<file path="src/rtl/fwd_pkg.sv">
// Shared types and widths for the operand forwarding / load-use hazard unit.
package fwd_pkg;

   typedef enum logic {
      RUN   = 1'b0,
      STALL = 1'b1
   } fsm_state_e;

   localparam int unsigned FWD_CNT_W   = 16;
   localparam int unsigned STALL_CNT_W = 8;

endpackage

</file>
<file path="src/rtl/fwd_src_mux.sv">
// One decode source: finds the youngest matching history entry and either
// forwards its data or reports how many stall cycles it still needs.
module fwd_src_mux
   import fwd_pkg::*;
#(
   parameter int unsigned DATA_W   = 10,
   parameter int unsigned REG_AW   = 3,
   parameter int unsigned DEPTH    = 2,
   parameter int unsigned LOAD_LAT = 1
) (
   input  logic [DEPTH-1:0]        hist_valid_i,
   input  logic [DEPTH-1:0]        hist_load_i,
   input  logic [DEPTH*REG_AW-1:0] hist_addr_i,
   input  logic [DEPTH*DATA_W-1:0] hist_data_i,
   input  logic [REG_AW-1:0]       src_addr_i,
   input  logic                    src_use_i,
   input  logic [DATA_W-1:0]       src_data_i,
   output logic [DATA_W-1:0]       fwd_data_o,
   output logic                    fwd_hit_o,
   output logic                    hazard_o,
   output logic [STALL_CNT_W-1:0]  need_o
);

   logic found;

   always_comb begin
      fwd_data_o = src_data_i;
      fwd_hit_o  = 1'b0;
      hazard_o   = 1'b0;
      need_o     = '0;
      found      = 1'b0;
      // r0 is hardwired zero and never forwarded; only the youngest match counts
      for (int unsigned i = 0; i < DEPTH; i++) begin
         if (!found && src_use_i && (src_addr_i != '0) && hist_valid_i[i] &&
             (hist_addr_i[i*REG_AW +: REG_AW] == src_addr_i)) begin
            found = 1'b1;
            if (!hist_load_i[i] || (i >= LOAD_LAT)) begin
               fwd_data_o = hist_data_i[i*DATA_W +: DATA_W];
               fwd_hit_o  = 1'b1;
            end else begin
               hazard_o = 1'b1;
               need_o   = STALL_CNT_W'(LOAD_LAT - i);
            end
         end
      end
   end

endmodule

</file>
<file path="src/rtl/forward_hazard_unit.sv">
// Write-history based operand forwarding with load-use stall generation
// and a saturating count of forwarding cycles.
module forward_hazard_unit
   import fwd_pkg::*;
#(
   parameter int unsigned DATA_W   = 10,
   parameter int unsigned REG_AW   = 3,
   parameter int unsigned NUM_SRC  = 2,
   parameter int unsigned DEPTH    = 2,
   parameter int unsigned LOAD_LAT = 1
) (
   input  logic                      clk,
   input  logic                      reset_n,
   input  logic                      enable,
   input  logic                      flush,
   input  logic                      wr_valid_ex,
   input  logic [REG_AW-1:0]         wr_addr_ex,
   input  logic [DATA_W-1:0]         wr_data_ex,
   input  logic                      wr_is_load_ex,
   input  logic [DATA_W-1:0]         mem_rdata,
   input  logic [NUM_SRC*REG_AW-1:0] src_addr,
   input  logic [NUM_SRC-1:0]        src_use,
   input  logic [NUM_SRC*DATA_W-1:0] src_data,
   output logic [NUM_SRC*DATA_W-1:0] src_data_fwd,
   output logic [NUM_SRC-1:0]        fwd_hit,
   output logic                      stall,
   output logic [FWD_CNT_W-1:0]      fwd_count
);

   logic [DEPTH-1:0]        valid_q, valid_d;
   logic [DEPTH-1:0]        load_q, load_d;
   logic [DEPTH*REG_AW-1:0] addr_q, addr_d;
   logic [DEPTH*DATA_W-1:0] data_q, data_d;

   fsm_state_e              state_q, state_d;
   logic [STALL_CNT_W-1:0]  cnt_q, cnt_d;
   logic [FWD_CNT_W-1:0]    fwd_cnt_q, fwd_cnt_d;

   logic [NUM_SRC*DATA_W-1:0] mux_data;
   logic [NUM_SRC-1:0]        mux_hit;
   logic [NUM_SRC-1:0]        mux_haz;
   logic [STALL_CNT_W-1:0]    mux_need [NUM_SRC];
   logic                      hazard;
   logic [STALL_CNT_W-1:0]    need_max;
   logic                      stall_c;

   for (genvar k = 0; k < NUM_SRC; k++) begin : g_src
      fwd_src_mux #(
         .DATA_W   (DATA_W),
         .REG_AW   (REG_AW),
         .DEPTH    (DEPTH),
         .LOAD_LAT (LOAD_LAT)
      ) u_mux (
         .hist_valid_i (valid_q),
         .hist_load_i  (load_q),
         .hist_addr_i  (addr_q),
         .hist_data_i  (data_q),
         .src_addr_i   (src_addr[k*REG_AW +: REG_AW]),
         .src_use_i    (src_use[k]),
         .src_data_i   (src_data[k*DATA_W +: DATA_W]),
         .fwd_data_o   (mux_data[k*DATA_W +: DATA_W]),
         .fwd_hit_o    (mux_hit[k]),
         .hazard_o     (mux_haz[k]),
         .need_o       (mux_need[k])
      );
   end

   always_comb begin
      hazard   = |mux_haz;
      need_max = '0;
      for (int unsigned k = 0; k < NUM_SRC; k++) begin
         if (mux_haz[k] && (mux_need[k] > need_max)) need_max = mux_need[k];
      end
   end

   assign src_data_fwd = enable ? mux_data : src_data;
   assign fwd_hit      = enable ? mux_hit  : '0;
   assign stall        = stall_c;
   assign fwd_count    = fwd_cnt_q;

   always_comb begin
      state_d = state_q;
      cnt_d   = cnt_q;
      stall_c = 1'b0;
      unique case (state_q)
         RUN: begin
            stall_c = hazard;
            if (hazard && (need_max > STALL_CNT_W'(1))) begin
               state_d = STALL;
               cnt_d   = need_max - STALL_CNT_W'(1);
            end
         end
         STALL: begin
            stall_c = 1'b1;
            cnt_d   = cnt_q - STALL_CNT_W'(1);
            if (cnt_q <= STALL_CNT_W'(1)) begin
               state_d = RUN;
               cnt_d   = '0;
            end
         end
         default: begin
            state_d = RUN;
            cnt_d   = '0;
         end
      endcase
      if (!enable || flush) begin
         stall_c = 1'b0;
         state_d = RUN;
         cnt_d   = '0;
      end
   end

   // Stalled cycles push a bubble into entry 0; load data is swapped in as the
   // entry crosses from LOAD_LAT-1 to LOAD_LAT.
   always_comb begin
      valid_d = '0;
      load_d  = '0;
      addr_d  = '0;
      data_d  = '0;
      if (!flush) begin
         if (!stall_c) begin
            valid_d[0]          = wr_valid_ex;
            load_d[0]           = wr_is_load_ex;
            addr_d[REG_AW-1:0]  = wr_addr_ex;
            data_d[DATA_W-1:0]  = wr_data_ex;
         end
         for (int unsigned i = 1; i < DEPTH; i++) begin
            valid_d[i] = valid_q[i-1];
            load_d[i]  = load_q[i-1];
            addr_d[i*REG_AW +: REG_AW] = addr_q[(i-1)*REG_AW +: REG_AW];
            if ((i == LOAD_LAT) && load_q[i-1]) data_d[i*DATA_W +: DATA_W] = mem_rdata;
            else data_d[i*DATA_W +: DATA_W] = data_q[(i-1)*DATA_W +: DATA_W];
         end
      end
   end

   always_comb begin
      fwd_cnt_d = fwd_cnt_q;
      if ((|fwd_hit) && (fwd_cnt_q != '1)) fwd_cnt_d = fwd_cnt_q + FWD_CNT_W'(1);
   end

   always_ff @(posedge clk or negedge reset_n) begin
      if (!reset_n) begin
         valid_q   <= '0;
         load_q    <= '0;
         addr_q    <= '0;
         data_q    <= '0;
         state_q   <= RUN;
         cnt_q     <= '0;
         fwd_cnt_q <= '0;
      end else begin
         valid_q   <= valid_d;
         load_q    <= load_d;
         addr_q    <= addr_d;
         data_q    <= data_d;
         state_q   <= state_d;
         cnt_q     <= cnt_d;
         fwd_cnt_q <= fwd_cnt_d;
      end
   end

endmodule

</file>
<file path="config.mk">
export PLATFORM = sky130hd
export DESIGN_NAME = forward_hazard_unit
export DESIGN_NICKNAME = d
export VERILOG_FILES = /design/src/rtl/fwd_pkg.sv /design/src/rtl/fwd_src_mux.sv /design/src/rtl/forward_hazard_unit.sv
export SDC_FILE = /design/constraint.sdc
export NUM_CORES = 1
export LEC_CHECK = 0
export CAP_MARGIN = 0
export CORE_ASPECT_RATIO = 0.6
export CORE_MARGIN = 10
export CORE_UTILIZATION = 40
export CTS_CLUSTER_DIAMETER = 150
export CTS_CLUSTER_SIZE = 24
export DETAILED_ROUTE_END_ITERATION = 8
export PLACE_DENSITY = 0.74
export SYNTH_ARGS = -nofsm -noshare
export SYNTH_HDL_FRONTEND = slang
export SYNTH_SLANG_ARGS = --single-unit
</file>
<file path="constraint.sdc">
create_clock -name clk -period 1.9 [get_ports clk]
set_input_delay 0.38 -clock clk [delete_from_list [all_inputs] [get_ports clk]]
set_output_delay 0.38 -clock clk [all_outputs]
set_load 0.005 [all_outputs]
</file>
# Word-level counts from Yosys, hierarchy flattened
# Cells that the tools add are included.
# classes
addsub	3
n_lt_le_gt_ge	4
n_eq_ne	6
muxes	42
n_bitwise	1
n_reduce_logical	26
# op_table
operator	count
$mux 10	8
$mux 8	6
$mux 20	2
$mux 1	19
$logic_and 1x1->1	18
$add 16x1->16 const B	1
$gt 8x1->1 const B	2
$ne 16x16->1 const B	1
$pmux 8 s2	1
$sub 8x1->8 const B	2
$eq 3x3->1	4
$gt 8x8->1	1
$le 8x1->1 const B	1
$mux 6	1
$reduce_bool 3->1	2
$mux 2	2
$pmux 1 s2	2
$reduce_or 2->1	2
$logic_not 1->1	3
$mux 3	1
$ne 3x3->1 const B	1
$logic_or 1x1->1	1
$not 1->1	1
# word_totals
regBits	54
in_bits	57
output_inout_bits	39

# Logic depth before layout (Yosys ltp)
# Gate-level depths: netlist (run 1).
# logic_depth
depth_word	16
mapped_depth	8
mapped_depth_nobuf	7

# Hierarchy
# From an unflattened synthesis (run 1), not the netlist that was laid out.
# unflattened
cells_unflattened	470
area_unflattened_um2	4325.4
# by_module_without_submodules
mod	instances	cells_each	area_each_um2
forward_hazard_unit	1	322	3284.4
fwd_src_mux	2	74	520.5

# Worst setup path before layout (run 1)
# Ideal clock, no wire load.
# synth_path
path_type	register -> output
startpoint	register addr_q[0]
endpoint	output port src_data_fwd[10]
arrival_ps	1581
required_ps	1520
slack_ps	-61
stages_incl_launch_ff	8
path_cell_list	dfrtp_1 -> xnor2_1 -> nand4_1 -> mux2i_1 -> or2_2 -> clkbuf_1 -> nand2_1 -> o21ai_0
# synth_via
elab_chain_cells	10
elab_cells_between_ends	11
# synth_lines
item	line_no	text
from (decl)	forward_hazard_unit.sv:32	logic [DEPTH*REG_AW-1:0] addr_q, addr_d;
from (signal assigned)	forward_hazard_unit.sv:154	addr_q <= addr_d;
$eq 3x3->1 *	fwd_src_mux.sv:35	(hist_addr_i[i*REG_AW +: REG_AW] == src_addr_i)) begin
$logic_and 1x1->1 *	fwd_src_mux.sv:34	if (!found && src_use_i && (src_addr_i != '0) && hist_valid_i[i] &&
$mux 1	fwd_src_mux.sv:34	
$logic_not 1->1	fwd_src_mux.sv:34	
$logic_and 1x1->1 (4 in a row)	fwd_src_mux.sv:34	
$mux 10 *	fwd_src_mux.sv:34	
$mux 20 *	forward_hazard_unit.sv:76	assign src_data_fwd = enable ? mux_data : src_data;
to (decl)	forward_hazard_unit.sv:24	output logic [NUM_SRC*DATA_W-1:0] src_data_fwd,
# Mark *: on every way between the ends. The rest lies on a longest branch, timed or not.

# Final worst setup path (run 1)
# layout_path
startpoint	register addr_q[4]
endpoint	output port src_data_fwd[1]
# layout_via
elab_chain_cells	4
# layout_lines
item	line_no
$eq 3x3->1	fwd_src_mux.sv:35
$logic_and 1x1->1	fwd_src_mux.sv:34
$mux 10	fwd_src_mux.sv:34
$mux 20	forward_hazard_unit.sv:76
# No other way between the ends.

==> flow_summary.yaml, run 1 <==
floorplan:
  boundaryPins: 96
  fp.dieW_um: 129
  die_area_um2: 11100
  fp.dieH_um: 85.5
  placementRows: 23
  core_area_um2: 6820
  start_util_pct: 42.0
logic_synthesis:
  synthesis.area_um2: 2860
  synth_nets: 364
  netlist_instances: 304
  synth_top_cell_by_area: "dfrtp_1"
  synth_seq_cells: 54
  ys_warn_count: 0
  ys_types: 35
  yosys.area.top_type_share_pct: 47.2
  ys_seq_area_share_pct: 47.2
  synth.area.top_cells: "dfrtp_1 (47%), xnor2_1 (7.6%), a22oi_1 (5.2%), o21ai_0 (5.2%), nand2_1 (4.1%)"
  avgSynthCellArea_um2: 9.42
global_routing:
  antenna_found_initial: 0
  grt_max_degree: 55
  track_usage_pct: 18.5
  grt_overflow: 0
  grt_pass1_wl_mm: 16.4
  grt_pass1_vias: 3063
routing:
  wirelength_mm: 10.5
  first_pass_iters: 4
  wl_per_cell_um: 18.9
  ant_nets: 0
  drcViolationCount: 0
  via_count: 2933
  drt_iter0_markers: 191
  vias_per_cell: 5.28
critical_path:
  crit_arrival_ns: 2.13
  critical_path_class: "register to output pin"
  cp-end-kind: "output pin"
  path_max_fanout: 5
  required_ns: 1.52
  start_kind: "register"
place:
  place_area_um2: 4290
  dp_cells: 525
  port_buffers: 95
  dp_hpwl_mm: 6.68
  preCtsSetupSlack_ns: -1.10
  routabilityCongestion: 0.863
cells_and_area:
  fin_nets: 527
  finalNonFillerCells: 555
  final_cell_mix: "clkdlybuf4s50_1 (65), dfrtp_1 (54), buf_4 (51)"
  multi_input_area_um2: 1690
  layout-drive-gt1-share_pct: 35.0
  fillers: 497
  layout_commonest_cell: "clkdlybuf4s50_1"
  stdcell_area_um2: 4820
  finish.utilization_pct: 70.7
  n_antenna_cell: 0
  ff_latch_area_um2: 1350
  area_delta_synth_final_pct: 68.3
status:
  violations: "negative setup slack"
  outcome: "finished, violations left"
cts:
  clk_transition_reported_paths_ns: 0.07
  cts_buffers: 5
  tritoncts: "done"
  clock_sinks: 54
  cts_max_level: 2
  insertion_delay_ns: 0.30
  cts_max_path_buffers: 2
  cts-root-buf: "clkbuf_16"
sta:
  rsz0062_at_grt: "yes"
  finalWorstSetupSlack_ns: -0.608
  min_period_over_period_pct: 132
  finalHoldViolCount: 0
  max_slew_margin_pct: 67.8
  tightest_slew_ns: 0.479
  setup_tns_ns: -14.70
  setup_viol: 39
  timing.fmax_mhz: 399
  finalMaxSlewViolations: 0
  period_needed_ns: 2.51
  finalClockSkew_ns: 0.00516
power:
  power.density_nw_per_um2: 559
  ir_drop_uv: 386
  p_leak_nw: 2.15
run:
  maxCapViolCount: 0
hold_path:
  hold_path_class: "input port to async pin"
## cells in the mapped netlist
master	count
and2_1	16
o31ai_1	5
o32ai_4	1
nor4_1	1
nor3_1	4
a21oi_2	1
a21o_1	1
o22ai_1	1
nand3_1	7
or3_1	2
o31ai_4	1
nor2_1	21
nor2b_1	14
a21oi_1	14
inv_1	9
buf_4	1
or2_2	2
mux2i_1	2
nand2b_1	1
nand4_1	9
o21ai_0	30
a41oi_1	1
nand4_2	1
buf_2	2
nand2_1	31
o311ai_1	1
and4_1	4
and2_0	1
mux2_2	2
clkbuf_1	8
ha_1	3
a22oi_1	20
xnor2_1	25
dfrtp_1	54
and3_1	8
## where the power goes
part	switching (mW)	leakage [nW]	total (mW)	internal [mW]
sequential	0.0377	0.728	1.24	1.20
combinational	0.223	1.35	0.538	0.315
clock	0.431	0.0740	0.921	0.490
## final cells by class
class	count	area share (%)
tap	87	2.26
multi-input combinational	231	35.2
inverter	9	0.701
clock inverter	3	0.389
clock buffer	5	2.60
timing repair buffer	166	30.9
sequential	54	28.0
## metrics by stage
step           hold slack (ns)  power [mW]
3_5_place_dp             0.396        1.75
3_3_place_gp             0.397        1.74
4_1_cts                 0.0866        2.69
5_1_grt                 0.0934        2.81
2_1_floorplan           0.0844        1.40
6_report                0.0582        2.70
## layer usage
| metal | wire length (um) | GRT usage [%] |
|---|---|---|
| met1 | 4810 | 24.7 |
| met2 | 4810 | 28.7 |
| met3 | 747 | 5.72 |
| met4 | 96 | 3.80 |
| met5 | 0 | 0 |
## cell families after synthesis
kind of cell,Yosys count,synth area share (%)
XOR/XNOR,25,7.65
AND/OR/NAND/NOR,122,22.2
multiplexers,4,1.49
flip-flops,54,47.2
AO/OA/AOI/OAI,76,17.3
buffers and inverters,20,2.84
adder cells (fa/ha/maj),3,1.31
## flip-flops by register name, summed over array words and instances, names as in the netlist
register,flops
state_q,1
fwd_count,16
load_q,1
cnt_q,8
data_q,20
addr_q,6
valid_q,2
## path summary, 6_finish.rpt
path / startpoint / endpoint / slack (ns) / cells after the start
min: reset_n / data_q[9] / 0.06 / 2
max reg2reg: addr_q[2] / fwd_count[8] / -0.26 / 9
min in group clk: fwd_count[9] / fwd_count[9] / 0.49 / 1
min reg2reg: fwd_count[9] / fwd_count[9] / 0.49 / 1
max in group asynchronous: reset_n / data_q[3] / 1.58 / 2
max: addr_q[4] / src_data_fwd[1] / -0.61 / 9
## critical path, cell delays in order, from the launching register on
cell and delay [ns]:
dfrtp_1 0.41, xnor2_1 0.18, and4_1 0.26, mux2i_1 0.11
or3_4 0.37, buf_6 0.16, buf_6 0.12, nand2_2 0.04
o21ai_1 0.05, buf_2 0.13
## timing repair
| action | in CTS | in global routing |
|---|---|---|
| resized for setup | 139 | 67 |
| setup buffers | 25 | 8 |
| setup endpoints to repair | 55 | 60 |
| pin swaps | 17 | 46 |
| hold buffers | 0 | 0 |
| cloned | 3 | 1 |
Note: power is estimated with default switching activity, not from simulation.
==> inputs of run 2 (changes only) <==
- CORE_MARGIN: 10 -> not set
- CTS_CLUSTER_SIZE: 24 -> 20
- PLACE_DENSITY: 0.74 -> not set
- PLACE_DENSITY_LB_ADDON: not set -> 0.25
==> run 2 against run 1 <==
Effect of this change:
- the flow finishes with violations (design-rule violations, negative setup slack)
- via count increased by 0.99%
- clock power rose by 3.7%
- non-clock buffer count increased by 1
- flip-flop and latch count stayed put
- design area down 0.39%
- register-to-register slack gained 0.03 ns
- core utilization hardly changed
- global-route usage is 6.6 points higher
- first-iteration DRC count increased by 31%
- setup slack gained 0.077 ns
- die area decreased by 32%
- power rose by 1.6%
- critical path type unchanged
- critical endpoint is now src_data_fwd[15]
- largest power group unchanged
==> flow_summary.yaml, run 2 (same netlist as run 1, synthesis figures left out) <==
critical_path:
  timing.rr.end: "fwd_count[14]"
  start_kind: "register"
  r2r-start: "addr_q[4]"
  cp-end-kind: "output pin"
  r2r.worst_path.cells: 9
  crit_arrival_ns: 2.05
  path_max_fanout: 4
  crit_start: "addr_q[4]"
  ff2ff_setup_slack_ns: -0.23
  required_ns: 1.52
  crit_end: "src_data_fwd[15]"
  critical_path_class: "register to output pin"
status:
  violations: "design-rule violations, negative setup slack"
  outcome: "finished, violations left"
sta:
  timing.fmax_mhz: 411
  finalClockSkew_ns: 0.0125
  finalWorstSetupSlack_ns: -0.531
  finalMaxSlewViolations: 0
  min_period_over_period_pct: 128
  max_slew_margin_pct: 60.0
  tightest_slew_ns: 0.594
  period_needed_ns: 2.43
  rsz0062_at_grt: "yes"
  setup_viol: 39
  finalHoldViolCount: 0
  timing.hold.ws_ns: 0.424
cts:
  cts-root-buf: "clkbuf_16"
  clock_sinks: 54
  cts_max_level: 2
  cts_max_path_buffers: 2
  clk_transition_reported_paths_ns: 0.07
  cts_buffers: 5
  tritoncts: "done"
  insertion_delay_ns: 0.30
floorplan:
  placementRows: 23
  fp.dieH_um: 67.5
  core_area_um2: 6790
  boundaryPins: 96
  die_area_um2: 7510
  start_util_pct: 42.2
  fp.dieW_um: 111
power:
  p_leak_nw: 2.17
  ir_drop_uv: 448
  p_total_mw: 2.74
  power.density_nw_per_um2: 571
global_routing:
  track_usage_pct: 25.1
  grt_pass1_wl_mm: 14.6
  grt_max_degree: 32
  grt_pass1_vias: 2871
  antenna_found_initial: 0
  grt_overflow: 0
routing:
  ant_nets: 0
  drcViolationCount: 8
  drt_iter0_markers: 250
  first_pass_iters: 6
  wirelength_mm: 9.47
  via_count: 2962
  wl_per_cell_um: 17.0
  vias_per_cell: 5.33
cells_and_area:
  area_delta_synth_final_pct: 67.6
  n_antenna_cell: 0
  layout_commonest_cell: "clkdlybuf4s50_1"
  finalNonFillerCells: 556
  final_cell_mix: "clkdlybuf4s50_1 (64), dfrtp_1 (51), buf_4 (49)"
  fin_nets: 528
  top_register: "data_q"
  layout-drive-gt1-share_pct: 35.0
  largest_reg_flops: 20
place:
  dp_hpwl_mm: 6.10
  routabilityCongestion: 0.870
  dp_cells: 525
  port_buffers: 95
  preCtsSetupSlack_ns: -1.03
hold_path:
  hold_path_class: "input port to async pin"
run:
  maxCapViolCount: 0
==> run 2: cell count changes in the layout (fill, tap and decap cells not counted), sizes merged <==
cell / previous run / this run
clkinv: 2 / 1
clkbuf: 9 / 7
clkdlybuf4s50: 65 / 64
dlymetal6s2s: 0 / 1
buf: 94 / 96
dlygate4sd3: 0 / 1
inv: 10 / 11
==> run 2: area by class of cell <==
class | instances | area [um^2]
clock buffers | 5 | 125
clock inverters | 3 | 26.3
fillers | 486 | 1990
inverters | 9 | 33.8
multi-input cells | 231 | 1690
flip-flops and latches | 54 | 1360
well taps | 87 | 109
repair buffers | 167 | 1460
==> run 2: worst min path at each step <==
stage	startpoint	end	depth (start not counted)
global route	reset_n	data_q[4]	2
CTS	reset_n	data_q[4]	2
floorplan	reset_n	addr_q[0]	0
detailed placement	reset_n	data_q[4]	1
finish	reset_n	data_q[4]	2
global placement	reset_n	data_q[4]	1
==> run 2: worst max-delay path: stages, from the launching register on <==
cell and delay [ns]:
dfrtp_1 0.42, buf_6 0.14, xnor2_2 0.17, and4_4 0.29
mux2i_2 0.10, or2_4 0.29, buf_6 0.12, nand2_2 0.05
o21ai_2 0.05, buf_2 0.13
==> run 2: metal layers <==
layer	part of all wire, %	vias up	wire length, um	global-route usage, %
met4	2.5	0	232	8.11
met1	46	1419	4320	34.3
li1	-	1406	-	-
met3	5.9	22	557	5.03
met5	0	-	0	0
met2	46	115	4360	40.7
==> run 2: report_power, final <==
| part | switching (mW) | internal [mW] | total, mW |
|---|---|---|---|
| sequential | 0.0432 | 1.20 | 1.24 |
| clock | 0.453 | 0.502 | 0.955 |
| combinational | 0.230 | 0.312 | 0.542 |
==> run 2: repair_timing <==
action	in CTS	in global routing
hold endpoints to repair	1	0
resized for setup	152	53
setup buffers	21	7
hold buffers	1	0
cloned	4	1
endpoints found under the setup margin	54	55
pin swaps	35	30
==> run 2: through the flow <==
stage | area, um^2 | utilization [%] | setup TNS (ns)
after global routing | 4800 | 70.7 | -15.36
after CTS | 4600 | 67.7 | -13.48
final | 4800 | 70.7 | -12.72
after floorplan | 2880 | - | -0.0994
after global placement | 4270 | 62.8 | -39.10
after detailed placement | 4270 | 62.8 | -41.15
==> inputs of run 3 (changes only) <==
- PLACE_DENSITY: not set -> 0.72
- PLACE_DENSITY_LB_ADDON: 0.25 -> not set
==> run 3 against run 2 <==
Effect of this change:
- the run still ends with design-rule violations, negative setup slack left
- die area unchanged
- sequential share of layout area down 0.49 points
- core utilization grew 1.3 points
- highest routed layer unchanged
==> flow_summary.yaml, run 3 (same netlist as run 1, synthesis figures left out) <==
sta:
  tightest_slew_ns: 0.470
  setup_viol: 53
  timing.fmax_mhz: 405
  finalHoldViolCount: 0
  rsz0062_at_grt: "yes"
  finalClockSkew_ns: 0.00479
  max_slew_margin_pct: 68.4
  timing.hold.ws_ns: 0.0678
  finalWorstSetupSlack_ns: -0.570
  finalMaxSlewViolations: 0
  min_period_over_period_pct: 130
  period_needed_ns: 2.47
  setup_tns_ns: -14.24
cts:
  cts-root-buf: "clkbuf_16"
  clk_transition_reported_paths_ns: 0.07
  cts_buffers: 5
  clock_sinks: 54
  insertion_delay_ns: 0.30
  tritoncts: "done"
  cts_max_level: 2
  cts_max_path_buffers: 2
global_routing:
  grt_pass1_wl_mm: 14.8
  track_usage_pct: 25.6
  antenna_found_initial: 0
  grt_overflow: 0
  grt_max_degree: 55
  grt_pass1_vias: 2863
cells_and_area:
  area_delta_synth_final_pct: 70.6
  fillers: 507
  stdcell_area_um2: 4890
  final_cell_mix: "clkdlybuf4s50_1 (65), dfrtp_1 (51), buf_4 (44)"
  largest_reg_flops: 20
  n_antenna_cell: 0
  fin_nets: 524
  layout_commonest_cell: "clkdlybuf4s50_1"
  layout-drive-gt1-share_pct: 37.8
  top_register: "data_q"
place:
  routabilityCongestion: 0.833
  port_buffers: 95
  dp_hpwl_mm: 6.10
  place_area_um2: 4270
  preCtsSetupSlack_ns: -1.07
power:
  pwr-share-comb_pct: 18.1
  power.density_nw_per_um2: 616
  ir_drop_uv: 309
  seqPwrFrac_pct: 41.2
  switchingPower_mw: 0.692
  swShare_pct: 23.0
  p_leak_nw: 2.18
  p_clk_share_pct: 40.6
  p_int_mw: 2.32
floorplan:
  die_area_um2: 7510
  placementRows: 23
  boundaryPins: 96
  start_util_pct: 42.2
  fp.dieH_um: 67.5
  fp.dieW_um: 111
  core_area_um2: 6790
routing:
  first_pass_iters: 7
  wl_per_cell_um: 16.9
  ant_nets: 0
  drcViolationCount: 6
  drt_iter0_markers: 220
  vias_per_cell: 5.30
  via_count: 2923
  wirelength_mm: 9.34
run:
  maxCapViolCount: 0
critical_path:
  worstPathCellList: "xnor2_2 > nand4_1 > buf_6 > mux2i_4 > or2_4 > buf_6 > nand2_1 > o21ai_1 > buf_2"
  slowest_stage: "dfrtp_2"
  max_stage_delay_ns: 0.46
  crit_arrival_ns: 2.09
  start_kind: "register"
  cp-end-kind: "output pin"
  ff2ff_setup_slack_ns: -0.15
  critPathMostFrequentCell: "buf_6"
  required_ns: 1.52
  critical_path_class: "register to output pin"
  r2r.worst_path.cells: 9
  path_max_fanout: 5
hold_path:
  hold_path_class: "input port to async pin"
status:
  outcome: "finished, violations left"
  violations: "design-rule violations, negative setup slack"
[run 3: critical path: cells and delay by family (launching register included)]
| kind | cells | cell delay, ns |
|---|---|---|
| and+or+nand+nor | 3 | 0.49 |
| xor gates and xnor gates | 1 | 0.16 |
| AOI/OAI and AO/OA | 1 | 0.05 |
| DFF | 1 | 0.46 |
| muxes | 1 | 0.19 |
| buffers and inverters | 3 | 0.43 |
[run 3: what timing repair did]
| item | 4_1_cts | 5_1_grt |
|---|---|---|
| pin swaps | 46 | 24 |
| setup buffers | 10 | 10 |
| endpoints found under the hold margin | 0 | 0 |
| setup endpoints to repair | 54 | 58 |
| cloned | 2 | 1 |
| gates resized for setup | 157 | 59 |
| hold buffers | 0 | 0 |
[run 3: path summary, 6_finish.rpt]
path / endpoint / startpoint
hold reg to reg: fwd_count[10] / fwd_count[10]
setup / recovery: src_data_fwd[10] / addr_q[1]
setup reg to reg: fwd_count[14] / addr_q[1]
min in group clk: fwd_count[10] / fwd_count[10]
max in group asynchronous: addr_q[0] / reset_n
hold / removal: addr_q[1] / reset_n
[run 3: stage by stage]
step	util, %	cells	power, mW
global placement	62.9	526	1.74
finish	71.9	552	3.01
global route	71.9	552	3.12
CTS	68.5	542	2.97
detailed placement	62.9	526	1.75
floorplan	-	304	1.40
[run 3: layout make-up]
type                       instances  area (um^2)  share of cell area (%)
tap                               87          109                    2.23
inverter                           9         33.8                   0.691
multi-input combinational        231         1730                    35.4
timing repair buffer             163         1460                    29.9
clock buffer                       6          139                    2.84
clock inverter                     2         60.1                    1.23
sequential                        54         1360                    27.7
[run 3: layer usage]
metal  up-vias  routed length (um)  global-route usage [%]
met3         9                 492                    5.57
met5         -                   0                       0
met1      1430                4450                    35.4
li1       1392                   -                       -
met4         0                  90                    5.74
met2        92                4300                    41.7
[run 3: power groups by stage]
stage,Combinational [mW],Clock [mW],Sequential (mW)
after global placement,0.483,0,1.25
after detailed placement,0.490,0,1.26
after CTS,0.510,1.22,1.24
final,0.546,1.22,1.24
after global routing,0.591,1.28,1.25
after floorplan,0.146,0,1.26
==> edit: new RTL, config.mk and constraints of run 1 <==
Put one more register stage on the output `fwd_count`. The value now appears one clock later. The other outputs are not delayed to match.
--- a/src/rtl/forward_hazard_unit.sv
+++ b/src/rtl/forward_hazard_unit.sv
@@ -78,3 +78,5 @@
    assign stall        = stall_c;
-   assign fwd_count    = fwd_cnt_q;
+   always_ff @(posedge clk) begin
+      fwd_count <= fwd_cnt_q;
+   end
 
Formal check against the unedited RTL: not equivalent (a bounded check fails within 4 cycles, from zero or initial values and one cycle with reset_n low).
==> edit against run 1 <==
Worst setup slack improved by 59 ps; synthesized area increased by 13%; maximum frequency increased by 2.4%; routed wire length increased by 4.7%; total power increased by 46%; sequential cell count increased by 16; critical path type unchanged; largest power group is now the clock network; design area increased by 13%; largest cell class unchanged; the flow still finishes with violations (negative setup slack).
==> edit: results (changes against run 1) <==
| Metric | Value |
|---|---|
| Post-CTS setup buffer count | 15 (was 25) |
| Setup TNS | -18120 ps (was -14700 ps) |
| Max VDD drop | 537 uV (was 386 uV) |
| Largest stage delay on the critical path | 430 ps (was 410 ps) |
| Iter 0 DRT Violations | 182 (was 191) |
| Status | complete, but fails checks (unchanged) |
| Clock sink count | 70 (was 54) |
| Placed instance area | 0.00464 mm^2 (was 0.00429 mm^2) |
| Synth area leaders | dfrtp_1 (42%), dfxtp_1 (9.9%), a22oi_1 (4.7%) (was dfrtp_1 (47%), xnor2_1 (7.6%), a22oi_1 (5.2%)) |
| Routed vias/inst | 5.21 (was 5.28) |
| Met3 Usage GRT | 4.61% (was 5.72%) |
| Clk_skew | 7.02 ps (was 5.16 ps) |
| Commonest cells in the netlist | dfrtp_1 (54), nand2_1 (32), nor2_1 (29), o21ai_0 (29), a22oi_1 (20) (was dfrtp_1 (54), nand2_1 (31), o21ai_0 (30)) |
| RR Endpoint | fwd_cnt_q[12]$_DFFE_PN0P_ (was fwd_count[8]$_DFFE_PN0P_) |
| Register-to-Register Setup Slack | -410 ps (was -260 ps) |
| Setup violators final | 54 (was 39) |
| Area grow syn2layout | 69.0% (was 68.3%) |
| Syn_nets | 381 (was 364) |
| Sequential-to-total area share from yosys stat | 51.8% (was 47.2%) |
| Failing checks | negative setup slack (unchanged) |
| Clock buf count | 11 (was 5) |
| Clock-cell share | 5.96% (was 2.99%) |
| Crit Path Max Fanout | 7 (was 5) |
| Critical path capture point | src_data_fwd[3] (was src_data_fwd[1]) |
| Drt wl/cell | 18.2 um (was 18.9 um) |
| P_sw | 0.000897 W (was 0.000692 W) |
| Met1 global-route usage | 21.3% (was 24.7%) |
| Multi-In Gates | 234 (was 231) |
| Clk Latency, worst-skew pair | 330 ps (was 300 ps) |
| Vias in the first global route | 3190 (was 3063) |
| Final worst setup slack | -549 ps (was -608 ps) |
| Ys async rst share | 77.1% (was 100%) |
| Non-clock inverter count | 7 (was 9) |
| Post-CTS Resized | 164 (was 139) |
[edit: critical path: cells and delay by family (launching register included)]
kind	cells	cell delay (ps)
flops	1	430
compound gates	1	50
buf+inv	3	410
simple gates	3	360
mux	1	270
xor+xnor	1	210
[edit: kinds of logic (layout without fill, tap and decap cells)]
| kind of cell | count (synthesis) | count (layout) | synth area share, % |
|---|---|---|---|
| and+or+nand+nor | 126 | 126 | 21.3 |
| AOI/OAI and AO/OA | 74 | 75 | 15.0 |
| DFF | 70 | 70 | 51.8 |
| xor gates and xnor gates | 27 | 27 | 7.33 |
| buffers and inverters | 18 | 189 | 2.40 |
| adders and majority gates | 3 | 3 | 1.16 |
| muxes | 3 | 3 | 1.09 |
[edit: routing by layer]
layer	wire, um	part of all wire (%)	vias up
met3	746	6.8	8
li1	-	-	1464
met4	107	0.98	0
met1	4900	45	1549
met2	5210	48	110
met5	0	0	-
